## src/rtl/wb_cdb_arbiter_pkg.sv

```systemverilog
// -----------------------------------------------------------------------------
// wb_cdb_pkg
// Shared definitions for the completion-bus (CDB) write-back arbiter:
//   - default tag / data widths
//   - requester index constants (ALU0..ALU2, LSQ load return)
//   - wb_pkt_t, the packed {tag, data, pc} result packet
//   - wrap_idx(), a modulo helper for the round-robin scan
// -----------------------------------------------------------------------------
package wb_cdb_pkg;

    localparam int TAG_W_DEF  = 6;
    localparam int DATA_W_DEF = 32;

    localparam int REQ_ALU0 = 0;
    localparam int REQ_ALU1 = 1;
    localparam int REQ_ALU2 = 2;
    localparam int REQ_LSQ  = 3;

    typedef struct packed {
        logic [TAG_W_DEF-1:0]  tag;
        logic [DATA_W_DEF-1:0] data;
        logic [DATA_W_DEF-1:0] pc;
    } wb_pkt_t;

    // Single-step wrap; the scan offset never exceeds 2*n-1.
    function automatic int wrap_idx(input int i, input int n);
        return (i >= n) ? (i - n) : i;
    endfunction

endpackage

```

## src/rtl/wb_cdb_arbiter_if.sv

```systemverilog
// -----------------------------------------------------------------------------
// wb_cdb_arbiter_if
// Bundles the producer-side request handshake and the completion broadcast
// ports of wb_cdb_arbiter.
//   slave  : arbiter side (consumes req_*, drives req_ready and cdb_*)
//   master : producer / consumer side (drives req_*, observes the rest)
// Per-requester and per-port fields are flattened; index i lives in slice i.
// -----------------------------------------------------------------------------
interface wb_cdb_arbiter_if
    import wb_cdb_pkg::*;
#(
    parameter int NUM_REQ  = 4,
    parameter int NUM_PORT = 2,
    parameter int TAG_W    = TAG_W_DEF,
    parameter int DATA_W   = DATA_W_DEF
);
    logic [NUM_REQ-1:0]          req_valid;
    logic [NUM_REQ-1:0]          req_ready;
    logic [NUM_REQ*TAG_W-1:0]    req_tag;
    logic [NUM_REQ*DATA_W-1:0]   req_data;
    logic [NUM_REQ*DATA_W-1:0]   req_pc;

    logic [NUM_PORT-1:0]         cdb_valid;
    logic [NUM_PORT*TAG_W-1:0]   cdb_tag;
    logic [NUM_PORT*DATA_W-1:0]  cdb_data;
    logic [NUM_PORT*DATA_W-1:0]  cdb_pc;
    logic [NUM_PORT*2-1:0]       cdb_src;

    modport slave (
        input  req_valid, req_tag, req_data, req_pc,
        output req_ready, cdb_valid, cdb_tag, cdb_data, cdb_pc, cdb_src
    );

    modport master (
        output req_valid, req_tag, req_data, req_pc,
        input  req_ready, cdb_valid, cdb_tag, cdb_data, cdb_pc, cdb_src
    );
endinterface

```

## src/rtl/wb_req_fifo.sv

```systemverilog
// -----------------------------------------------------------------------------
// wb_req_fifo
// Small per-requester result FIFO with combinational head (read from registered
// storage) so the arbiter can broadcast a packet the cycle after it is pushed.
// Ports:
//   clk, srst  clock, synchronous active-high reset
//   flush      empties the FIFO on the next edge
//   push, din  write din at tail (caller guarantees not full / not flushing)
//   pop        advance head (caller guarantees not empty)
//   count      occupancy, full, empty  status from registered state
//   head       packet at the head pointer
// -----------------------------------------------------------------------------
module wb_req_fifo #(
    parameter int DEPTH = 2,
    parameter int W     = 70
) (
    input  logic                         clk,
    input  logic                         srst,
    input  logic                         flush,
    input  logic                         push,
    input  logic [W-1:0]                 din,
    input  logic                         pop,
    output logic [$clog2(DEPTH+1)-1:0]   count,
    output logic                         full,
    output logic                         empty,
    output logic [W-1:0]                 head
);
    localparam int PTR_W = $clog2(DEPTH);
    localparam int CNT_W = $clog2(DEPTH+1);

    logic [W-1:0]     mem [DEPTH];
    logic [PTR_W-1:0] head_reg;
    logic [PTR_W-1:0] tail_reg;
    logic [CNT_W-1:0] count_reg;

    // Storage carries no reset; validity is tracked purely by count_reg.
    always_ff @(posedge clk) begin
        if (push) begin
            mem[tail_reg] <= din;
        end
    end

    always_ff @(posedge clk) begin
        if (srst || flush) begin
            head_reg  <= '0;
            tail_reg  <= '0;
            count_reg <= '0;
        end else begin
            if (push) begin
                tail_reg <= tail_reg + PTR_W'(1);
            end
            if (pop) begin
                head_reg <= head_reg + PTR_W'(1);
            end
            case ({push, pop})
                2'b10:   count_reg <= count_reg + CNT_W'(1);
                2'b01:   count_reg <= count_reg - CNT_W'(1);
                default: count_reg <= count_reg;
            endcase
        end
    end

    assign count = count_reg;
    assign full  = (count_reg == CNT_W'(DEPTH));
    assign empty = (count_reg == '0);
    assign head  = mem[head_reg];

endmodule

```

## src/rtl/wb_cdb_arbiter.sv

```systemverilog
// -----------------------------------------------------------------------------
// wb_cdb_arbiter
// Completion-bus scheduler: buffers result packets from NUM_REQ producers
// (ALU0..ALU2, LSQ) in per-requester FIFOs and grants up to NUM_PORT of them
// per cycle onto the broadcast ports, round-robin from rr_ptr.
// Ports:
//   clk        clock
//   rstn       synchronous reset, ACTIVE HIGH (in reset while rstn=1)
//   flush      drop every buffered packet on the next edge (rr_ptr kept)
//   bus        wb_cdb_arbiter_if.slave: req_valid/ready/tag/data/pc in,
//              cdb_valid/tag/data/pc/src out
//   stall_cnt  (only with WB_CDB_ARB_PERF_EN) per-requester saturating count
//              of cycles with req_valid=1 and req_ready=0
// Optional feature macro: WB_CDB_ARB_PERF_EN
// -----------------------------------------------------------------------------
module wb_cdb_arbiter
    import wb_cdb_pkg::*;
#(
    parameter int NUM_REQ   = 4,
    parameter int NUM_PORT  = 2,
    parameter int BUF_DEPTH = 2,
    parameter int TAG_W     = TAG_W_DEF,
    parameter int DATA_W    = DATA_W_DEF
) (
    input  logic                   clk,
    input  logic                   rstn,
    input  logic                   flush,
    wb_cdb_arbiter_if.slave        bus
`ifdef WB_CDB_ARB_PERF_EN
    ,
    output logic [NUM_REQ*32-1:0]  stall_cnt
`endif
);
    localparam int PW    = TAG_W + 2*DATA_W;
    localparam int RR_W  = (NUM_REQ > 1) ? $clog2(NUM_REQ) : 1;
    localparam int SRC_W = 2;
    localparam int CNT_W = $clog2(BUF_DEPTH+1);

    logic [NUM_REQ-1:0] fifo_full;
    logic [NUM_REQ-1:0] fifo_empty;
    logic [NUM_REQ-1:0] fifo_push;
    logic [NUM_REQ-1:0] grant;
    logic [CNT_W-1:0]   fifo_count [NUM_REQ];
    logic [PW-1:0]      fifo_head  [NUM_REQ];

    logic [RR_W-1:0]    rr_ptr_reg;
    logic [RR_W-1:0]    rr_ptr_next;

    logic [NUM_PORT-1:0] port_valid;
    logic [PW-1:0]       port_pkt [NUM_PORT];
    logic [SRC_W-1:0]    port_src [NUM_PORT];

    // ------------------------------------------------------------------
    // Per-requester FIFOs
    // ------------------------------------------------------------------
    generate
        for (genvar gi = 0; gi < NUM_REQ; gi++) begin : g_req
            // Ready is registered occupancy only: a full FIFO refuses a push
            // even in a cycle where it is also being drained.
            assign bus.req_ready[gi] = (fifo_count[gi] != CNT_W'(BUF_DEPTH));
            assign fifo_push[gi]     = bus.req_valid[gi] & ~fifo_full[gi] & ~flush & ~rstn;

            wb_req_fifo #(
                .DEPTH (BUF_DEPTH),
                .W     (PW)
            ) u_fifo (
                .clk   (clk),
                .srst  (rstn),
                .flush (flush),
                .push  (fifo_push[gi]),
                .din   ({bus.req_tag[gi*TAG_W +: TAG_W],
                         bus.req_data[gi*DATA_W +: DATA_W],
                         bus.req_pc[gi*DATA_W +: DATA_W]}),
                .pop   (grant[gi]),
                .count (fifo_count[gi]),
                .full  (fifo_full[gi]),
                .empty (fifo_empty[gi]),
                .head  (fifo_head[gi])
            );
        end
    endgenerate

    // ------------------------------------------------------------------
    // Round-robin scan: walk requesters from rr_ptr, the k-th non-empty
    // FIFO found drives port k. Nothing is granted while in reset so that
    // buffered packets are discarded rather than broadcast.
    // ------------------------------------------------------------------
    always_comb begin
        int n_grant;
        int idx;
        int last_idx;
        grant       = '0;
        port_valid  = '0;
        for (int p = 0; p < NUM_PORT; p++) begin
            port_pkt[p] = '0;
            port_src[p] = '0;
        end
        n_grant  = 0;
        idx      = 0;
        last_idx = 0;
        for (int k = 0; k < NUM_REQ; k++) begin
            idx = wrap_idx(int'(rr_ptr_reg) + k, NUM_REQ);
            if (!rstn && !fifo_empty[idx] && (n_grant < NUM_PORT)) begin
                grant[idx]          = 1'b1;
                port_valid[n_grant] = 1'b1;
                port_pkt[n_grant]   = fifo_head[idx];
                port_src[n_grant]   = SRC_W'(idx);
                last_idx            = idx;
                n_grant             = n_grant + 1;
            end
        end
        if (n_grant != 0) begin
            rr_ptr_next = RR_W'(wrap_idx(last_idx + 1, NUM_REQ));
        end else begin
            rr_ptr_next = rr_ptr_reg;
        end
    end

    // Flush leaves the pointer alone; reset returns it to requester 0.
    always_ff @(posedge clk) begin
        if (rstn) begin
            rr_ptr_reg <= '0;
        end else begin
            rr_ptr_reg <= rr_ptr_next;
        end
    end

    // ------------------------------------------------------------------
    // Broadcast port packing ({tag, data, pc} as stored in the FIFO)
    // ------------------------------------------------------------------
    generate
        for (genvar gi = 0; gi < NUM_PORT; gi++) begin : g_port
            assign bus.cdb_valid[gi]                 = port_valid[gi];
            assign bus.cdb_tag[gi*TAG_W +: TAG_W]    = port_pkt[gi][PW-1 -: TAG_W];
            assign bus.cdb_data[gi*DATA_W +: DATA_W] = port_pkt[gi][2*DATA_W-1 -: DATA_W];
            assign bus.cdb_pc[gi*DATA_W +: DATA_W]   = port_pkt[gi][DATA_W-1:0];
            assign bus.cdb_src[gi*SRC_W +: SRC_W]    = port_src[gi];
        end
    endgenerate

`ifdef WB_CDB_ARB_PERF_EN
    // ------------------------------------------------------------------
    // Stall counters: survive flush, cleared by reset, saturate at all-ones.
    // ------------------------------------------------------------------
    generate
        for (genvar gi = 0; gi < NUM_REQ; gi++) begin : g_perf
            logic [31:0] stall_reg;
            always_ff @(posedge clk) begin
                if (rstn) begin
                    stall_reg <= '0;
                end else if (bus.req_valid[gi] && !bus.req_ready[gi] && (stall_reg != 32'hFFFF_FFFF)) begin
                    stall_reg <= stall_reg + 32'd1;
                end
            end
            assign stall_cnt[gi*32 +: 32] = stall_reg;
        end
    endgenerate
`endif

endmodule

```

## src/flat_wrapper.sv

```systemverilog
// flat-port wrapper written by rule: the top's interface ports become plain ports
module wb_cdb_arbiter_flat import wb_cdb_pkg::*;
#(
    parameter int NUM_REQ   = 4,
    parameter int NUM_PORT  = 2,
    parameter int BUF_DEPTH = 2,
    parameter int TAG_W     = TAG_W_DEF,
    parameter int DATA_W    = DATA_W_DEF
)
  (clk, rstn, flush, bus_req_valid, bus_req_tag, bus_req_data, bus_req_pc, bus_req_ready, bus_cdb_valid, bus_cdb_tag, bus_cdb_data, bus_cdb_pc, bus_cdb_src);
  wb_cdb_arbiter_if #(.NUM_REQ(NUM_REQ), .NUM_PORT(NUM_PORT), .TAG_W(TAG_W), .DATA_W(DATA_W)) bus_i ();
  input  logic clk;
  input  logic rstn;
  input  logic flush;
  input wire logic [$bits(bus_i.req_valid)-1:0] bus_req_valid;
  input wire logic [$bits(bus_i.req_tag)-1:0] bus_req_tag;
  input wire logic [$bits(bus_i.req_data)-1:0] bus_req_data;
  input wire logic [$bits(bus_i.req_pc)-1:0] bus_req_pc;
  output wire logic [$bits(bus_i.req_ready)-1:0] bus_req_ready;
  output wire logic [$bits(bus_i.cdb_valid)-1:0] bus_cdb_valid;
  output wire logic [$bits(bus_i.cdb_tag)-1:0] bus_cdb_tag;
  output wire logic [$bits(bus_i.cdb_data)-1:0] bus_cdb_data;
  output wire logic [$bits(bus_i.cdb_pc)-1:0] bus_cdb_pc;
  output wire logic [$bits(bus_i.cdb_src)-1:0] bus_cdb_src;
  assign bus_i.req_valid = bus_req_valid;
  assign bus_i.req_tag = bus_req_tag;
  assign bus_i.req_data = bus_req_data;
  assign bus_i.req_pc = bus_req_pc;
  assign bus_req_ready = bus_i.req_ready;
  assign bus_cdb_valid = bus_i.cdb_valid;
  assign bus_cdb_tag = bus_i.cdb_tag;
  assign bus_cdb_data = bus_i.cdb_data;
  assign bus_cdb_pc = bus_i.cdb_pc;
  assign bus_cdb_src = bus_i.cdb_src;
  wb_cdb_arbiter #(.NUM_REQ(NUM_REQ), .NUM_PORT(NUM_PORT), .BUF_DEPTH(BUF_DEPTH), .TAG_W(TAG_W), .DATA_W(DATA_W)) u_core (.clk(clk), .rstn(rstn), .flush(flush), .bus(bus_i));
endmodule
```

## config.mk

```make
export PLATFORM = sky130hd
export DESIGN_NAME = wb_cdb_arbiter_flat
export DESIGN_NICKNAME = d
export VERILOG_FILES = /design/src/rtl/wb_cdb_arbiter_pkg.sv /design/src/rtl/wb_cdb_arbiter_if.sv /design/src/rtl/wb_req_fifo.sv /design/src/rtl/wb_cdb_arbiter.sv /design/src/flat_wrapper.sv
export SDC_FILE = /design/constraint.sdc
export NUM_CORES = 1
export LEC_CHECK = 0
export CAP_MARGIN = 0
export CORE_MARGIN = 1
export CORE_UTILIZATION = 30
export DETAILED_ROUTE_END_ITERATION = 7
export PLACE_DENSITY = 0.59
export SYNTH_ARGS = -nofsm -noshare
export SYNTH_HDL_FRONTEND = slang
export SYNTH_SLANG_ARGS = --single-unit
```

## constraint.sdc

```tcl
create_clock -name clk -period 5.97 [get_ports clk]
set_input_delay 1.194 -clock clk [delete_from_list [all_inputs] [get_ports clk]]
set_output_delay 1.194 -clock clk [all_outputs]
set_load 0.005 [all_outputs]
```

* After elaboration in Yosys (flattened, before gate mapping)
Memory sizes are Yosys's and may differ from the RTL's. A register that Yosys moved wholly into a read port is not among the register bits.
Cells that the tools add are included.
** Storage, ports and cells
- Bits in registers :: 18
- Logic and storage cells :: 261
- Output and inout bits :: 150
- Bits in writable memories :: 560
- Bits of input ports :: 287
- Memories kept :: 4
** Operators by class
- Reductions and logical operators :: 32
- Equal/unequal tests :: 16
- Add/subtract/negate cells :: 28
- Muxes and demuxes :: 105
- Magnitude comparators :: 32
- Bitwise gates (word level) :: 31
** Memory list
- u_core.g_req[0].u_fifo.mem :: words 2, bits a word 70, read ports 1, clocked after memory_dff 1, write ports 1, RTL line wb_req_fifo.sv:31 : logic [W-1:0] mem [DEPTH];
- u_core.g_req[1].u_fifo.mem :: words 2, bits a word 70, read ports 1, clocked after memory_dff 1, write ports 1, RTL line wb_req_fifo.sv:31
- u_core.g_req[2].u_fifo.mem :: words 2, bits a word 70, read ports 1, clocked after memory_dff 1, write ports 1, RTL line wb_req_fifo.sv:31
- u_core.g_req[3].u_fifo.mem :: words 2, bits a word 70, read ports 1, clocked after memory_dff 1, write ports 1, RTL line wb_req_fifo.sv:31
** Operators with widths (number)
- 70-bit two-way mux :: 12
- 70-bit binary-select mux with 2-bit select :: 4
- 140-bit bitwise mux :: 3
- 140-bit two-way mux :: 3
- 32-bit two-way mux :: 11
- 70-bit demux with 1-bit select :: 3
- 32-bit by 1-bit greater-or-equal comparator with 1-bit output (second input constant) :: 6
- 32-bit NOT :: 6
- 32-bit by 3-bit greater-or-equal comparator with 1-bit output (second input constant) :: 4
- 32-bit by 4-bit greater-or-equal comparator with 1-bit output (second input constant) :: 4
- 32-bit by 3-bit < comparator with 1-bit output (second input constant) :: 4
- 32-bit by 4-bit < comparator with 1-bit output (second input constant) :: 4
- 32-bit by 2-bit adder with 32-bit output (second input constant) :: 3
- 32-bit by 2-bit greater-or-equal comparator with 1-bit output (second input constant) :: 3
- 32-bit by 1-bit < comparator with 1-bit output (second input constant) :: 3
- 32-bit by 4-bit subtractor with 32-bit output (second input constant) :: 3
- 1-bit two-way mux :: 33
- 1-bit NOT with 32-bit output :: 1
- 32-bit nonzero test :: 1
- 4-bit two-way mux :: 7
- 1-bit logical AND :: 17
- 2-bit equality test (second input constant) :: 8
- 2-bit two-way mux :: 8
- 2-bit case mux with 2 select lines :: 4
- 26 further kinds :: 89

* Longest topological paths before layout
- Depth after elaboration :: 21
- Mapped depth :: 24
- Gate-level depth less buffers :: 18

* Hierarchy
From an unflattened synthesis, not the netlist that was laid out.
** Unflattened totals
- Cell total of the unflattened synthesis :: 2366
- Area total of the unflattened synthesis :: 31340.1 sq um
** Modules (own cells, without submodules)
- wb_req_fifo :: sequential area each 4304.1 sq um, cells an instance 240, area each 5243.8 sq um, instances 4
- wb_cdb_arbiter :: sequential area each 40.0 sq um, cells an instance 1406, area each 10364.9 sq um, instances 1

* Worst setup path after synthesis
No wires, ideal clock.
- Path kind :: register -> output
- Start :: register u_core.rr_ptr_reg[1]
- End :: output port bus_cdb_data[10]
- Data required time :: 4776 ps
- Path slack :: -157 ps
- Path buffers :: 7
- Stages on the path, launching flop included :: 24
- Arrival :: 4933 ps
- Cell sequence :: dfxtp_1 -> clkbuf_1 -> inv_2 -> clkbuf_1 -> ha_1 -> buf_2 -> inv_1 -> mux4_2 -> buf_2 -> nand2b_1 -> inv_1 -> ha_1 -> nor2_1 -> clkbuf_1 -> nand2_1 -> fa_1 -> nand2b_1 -> a311oi_2 -> and2_1 -> nand2_1 -> clkbuf_1 -> clkbuf_1 -> o211ai_1 -> o21ai_1
** Between the ends
- Cells in the longest elaborated chain, start to end :: 21
- Elaborated cells on any way between the ends :: 87
- Classes of those cells :: 9 x add/sub; 13 x order compare; 44 x mux; 7 x bitwise; 14 x reduce/logical
** Ends and longest elaborated chain
- from (decl) :: RTL line wb_cdb_arbiter.sv:46 : logic [RR_W-1:0] rr_ptr_reg;
- from (signal assigned) :: RTL line wb_cdb_arbiter.sv:124 : rr_ptr_reg <= rr_ptr_next;
- branches (longest 20 deep; another with 32-bit by 4-bit subtractor with 32-bit output)
- 140-bit two-way mux * :: RTL line wb_cdb_arbiter.sv:103 : if (!rstn && !fifo_empty[idx] && (n_grant < NUM_PORT)) begin
- to (decl) :: RTL line flat_wrapper.sv:22 : output wire logic [$bits(bus_i.cdb_data)-1:0] bus_cdb_data;
Mark *: on every way between the ends. The select of a mux whose other input is x is not followed.

* Worst setup path in the final report
- Start :: register u_core.rr_ptr_reg[0]
- End :: output port bus_cdb_data[32]
The elaborated chain is that of the path after synthesis.

==> impl_metrics.py <==
metrics = {
    "outcome": {
        "status": "complete, no violations",
    },
    "critical_path": {
        "r2r_start": "u_core.g_req[2].u_fifo.count[0]",
        "cp-start-kind": "flop",
        "cpMaxStageDelayCell": "clkdlybuf4s50_1",
        "cp_cell_sequence": "inv_8 > ha_4 > inv_6 > mux4_4 > nand2b_4 > inv_2 > ha_2 > nor2_1 > nand2_1 > fa_2 > nand2b_4 > a311oi_4 > nand2_2 > nor2_4 > buf_4 > buf_12 > buf_16 > a21oi_1 > clkdlybuf4s50_1",
        "r2r_slack_ns": 1.65,
        "rr_worst_depth": 15,
        "cp.required_ns": 4.78,
        "cp_slowest_stage_delay_ns": 0.53,
        "crit_top_cell": "nand2b_4",
        "startpoint": "u_core.rr_ptr_reg[0]",
        "crit_type": "reg2out",
        "cp.arrival_ns": 4.61,
        "worstPathMaxFanout": 33,
        "cp-end-kind": "output port",
        "crit_family": "buffers and inverters",
        "crit_buf_inv": 7,
        "r2r_end": "u_core.rr_ptr_reg[1]",
    },
    "yosys": {
        "synth_area_um2": 31860,
        "ys_types": 54,
        "netlist.area_leader.share_pct": 52.77,
        "synthesis.nets": 2547,
        "synth_edf_count": 560,
        "synth_top_area_cell": "edfxtp_1",
        "post-synth-top-count-cell": "edfxtp_1",
        "ys.flop_type": "edfxtp_1",
        "yosysSeqAreaShare_pct": 54.16,
        "syn_inst": 2241,
        "synth_common_cells": "edfxtp_1 (560), mux2i_1 (489), mux4_2 (142)",
        "synth.area.top_cells": "edfxtp_1 (53%), mux2i_1 (15%), mux4_2 (10%)",
        "synth-seq-cells": 582,
        "syn_avg_cell_area_um2": 14.22,
        "synthArstFlopShare_pct": 0,
        "yosys_warnings": 0,
    },
    "clocking": {
        "htree_num_levels": 3,
        "clock_sinks": 582,
        "cts_buffer_depth": 3,
        "ctsHoldBuffers": 0,
        "cts_made_buffers": 69,
        "clk_latency_ns": 0.63,
        "root_buffer": "clkbuf_16",
        "tritoncts": "yes",
        "clk_pin_slew_ns": 0.06,
    },
    "cells_and_area": {
        "num-fill-cells": 9756,
        "final_nets": 2954,
        "layoutNonFillerInstCount": 4104,
        "drive_above_1_share_pct": 17.16,
        "final_util_pct": 38.63,
        "final-seq-area_um2": 17280,
        "syn2layout_area_growth_pct": 27.62,
        "multi_input_area_um2": 13810,
        "design_area_um2": 40670,
        "largest_register_ffs": 560,
    },
    "timing": {
        "fin_ws_ns": 0.1679,
        "fmax_mhz": 172.4,
        "finClkSkew_ns": 0.02044,
        "fin_crit_sh_pct": 97.19,
        "tightest_slew_ns": 1.110,
        "slew_violations": 0,
        "period_minus_slack_ns": 5.802,
        "hold_viol": 0,
        "relSlewSlack_pct": 26.02,
        "finalSetupViolations": 0,
    },
    "detailed_routing": {
        "vias": 22739,
        "drt_iter0_markers": 1881,
        "drt-total-wl_um": 115200,
        "drc_errors": 0,
        "antenna_left": 0,
        "viasPerCell": 5.541,
        "wl_per_cell_um": 28.07,
        "firstDrtPassIters": 6,
    },
    "power_and_ir_drop": {
        "irDropWorstVdd_uv": 274.6,
        "p_leak_nw": 14.29,
        "fin_total_pwr_mw": 14.22,
        "power_density_nw_per_um2": 349.7,
    },
    "global_routing": {
        "antenna_found_initial": 38,
        "grt_usage_pct": 20.82,
        "grt_pass1_vias": 23052,
        "grt_max_degree": 82,
        "overflow": 0,
        "grt_pass1_wl_um": 162200,
    },
    "die": {
        "core_area_um2": 105300,
        "die_h_um": 327.9,
        "initial_utilization_pct": 30.27,
        "die_area_um2": 107500,
        "fp-row-count": 119,
        "num_io_pins": 437,
        "fp.dieW_um": 327.9,
    },
    "placed_design": {
        "hpwl_um": 72210,
        "place_area_um2": 37880,
        "gp_congestion": 0.8519,
        "port_buffers": 436,
        "dp.cells": 3941,
        "dp_slack_ns": 0.1496,
    },
    "worst_hold_path": {
        "min_from": "u_core.g_req[0].u_fifo.head_reg",
        "hold_path_depth": 2,
        "hold_path_class": "reg2reg",
        "hold-path-endpoint": "u_core.g_req[0].u_fifo.head_reg",
    },
    "run": {
        "max_cap_viol_count": 0,
    },
}
## placed cells by master, fill, tap and decap left out, types with 63 or more instances in the layout
| master | n |
|---|---|
| clkdlybuf4s50_1 | 385 |
| mux4_2 | 141 |
| buf_4 | 63 |
| nor3_1 | 75 |
| a21oi_1 | 73 |
| nor2_1 | 99 |
| nand2_1 | 76 |
| a211oi_1 | 71 |
| mux2i_1 | 489 |
| mux2_2 | 77 |
| edfxtp_1 | 560 |
| mux2_1 | 67 |
| o211ai_1 | 72 |
| clkbuf_16 | 74 |
## metrics by stage
step	hold slack, ns	setup TNS [ns]
2_1_floorplan	0.4813	0
4_1_cts	0.5246	-0.5525
5_1_grt	0.5491	-0.002761
6_report	0.5228	0
3_5_place_dp	0.5008	0
3_3_place_gp	0.4953	0
## cells by family after synthesis
family	share of synthesized area [%]
and+or+nand+nor	4.559
DFF	54.16
xor gates and xnor gates	0.4398
AOI/OAI and AO/OA	6.416
buffers and inverters	3.173
muxes	30.49
adders and majority gates	0.7696
## how the worst max path moves through the flow
stage | slack [ns] | end | depth (start not counted)
global placement | 0.21 | bus_cdb_data[33] | 13
detailed placement | 0.15 | bus_cdb_data[33] | 16
global route | -0.003 | bus_cdb_pc[2] | 10
CTS | -0.05 | bus_cdb_data[34] | 19
finish | 0.17 | bus_cdb_data[32] | 19
floorplan | 0.008 | bus_cdb_data[30] | 24
## cell type report
type	instances	share of cell area, %
diodes	15	0.09230
clock buffers	88	4.631
clock inverters	33	0.7292
inverters	12	0.1538
multi-input cells	1452	33.96
flip-flops and latches	582	42.50
well taps	1391	4.280
repair buffers	531	13.65
## tightest hold or removal path, delay by kind of cell (launching register included)
kind,cells,cell delay (ns)
flip-flops,1,0.32
XOR/XNOR,1,0.09
AND/OR/NAND/NOR,1,0.08
## routing by layer
layer | GRT usage, % | wire, um | vias to the layer above
met1 | 26.06 | 46240 | 11646
met5 | 0 | 244 | -
li1 | - | - | 9735
met3 | 4.463 | 8479 | 278
met4 | 9.772 | 4588 | 40
met2 | 34.22 | 55650 | 1040
## where the power goes
| group | internal (mW) | leakage, nW | switching, mW |
|---|---|---|---|
| Sequential | 4.57 | 5.27 | 0.0843 |
| Combinational | 2.56 | 7.98 | 2.86 |
| Clock | 2.44 | 1.05 | 1.70 |
| Total | 9.57 | 14.3 | 4.65 |
## timing repair
action | 4_1_cts | 5_1_grt
cloned | 5 | 1
resized for setup | 70 | 38
endpoints found under the setup margin | 146 | 135
setup buffers | 12 | 9
pin swaps | 1 | 3
(Power assumes the default switching activity.)
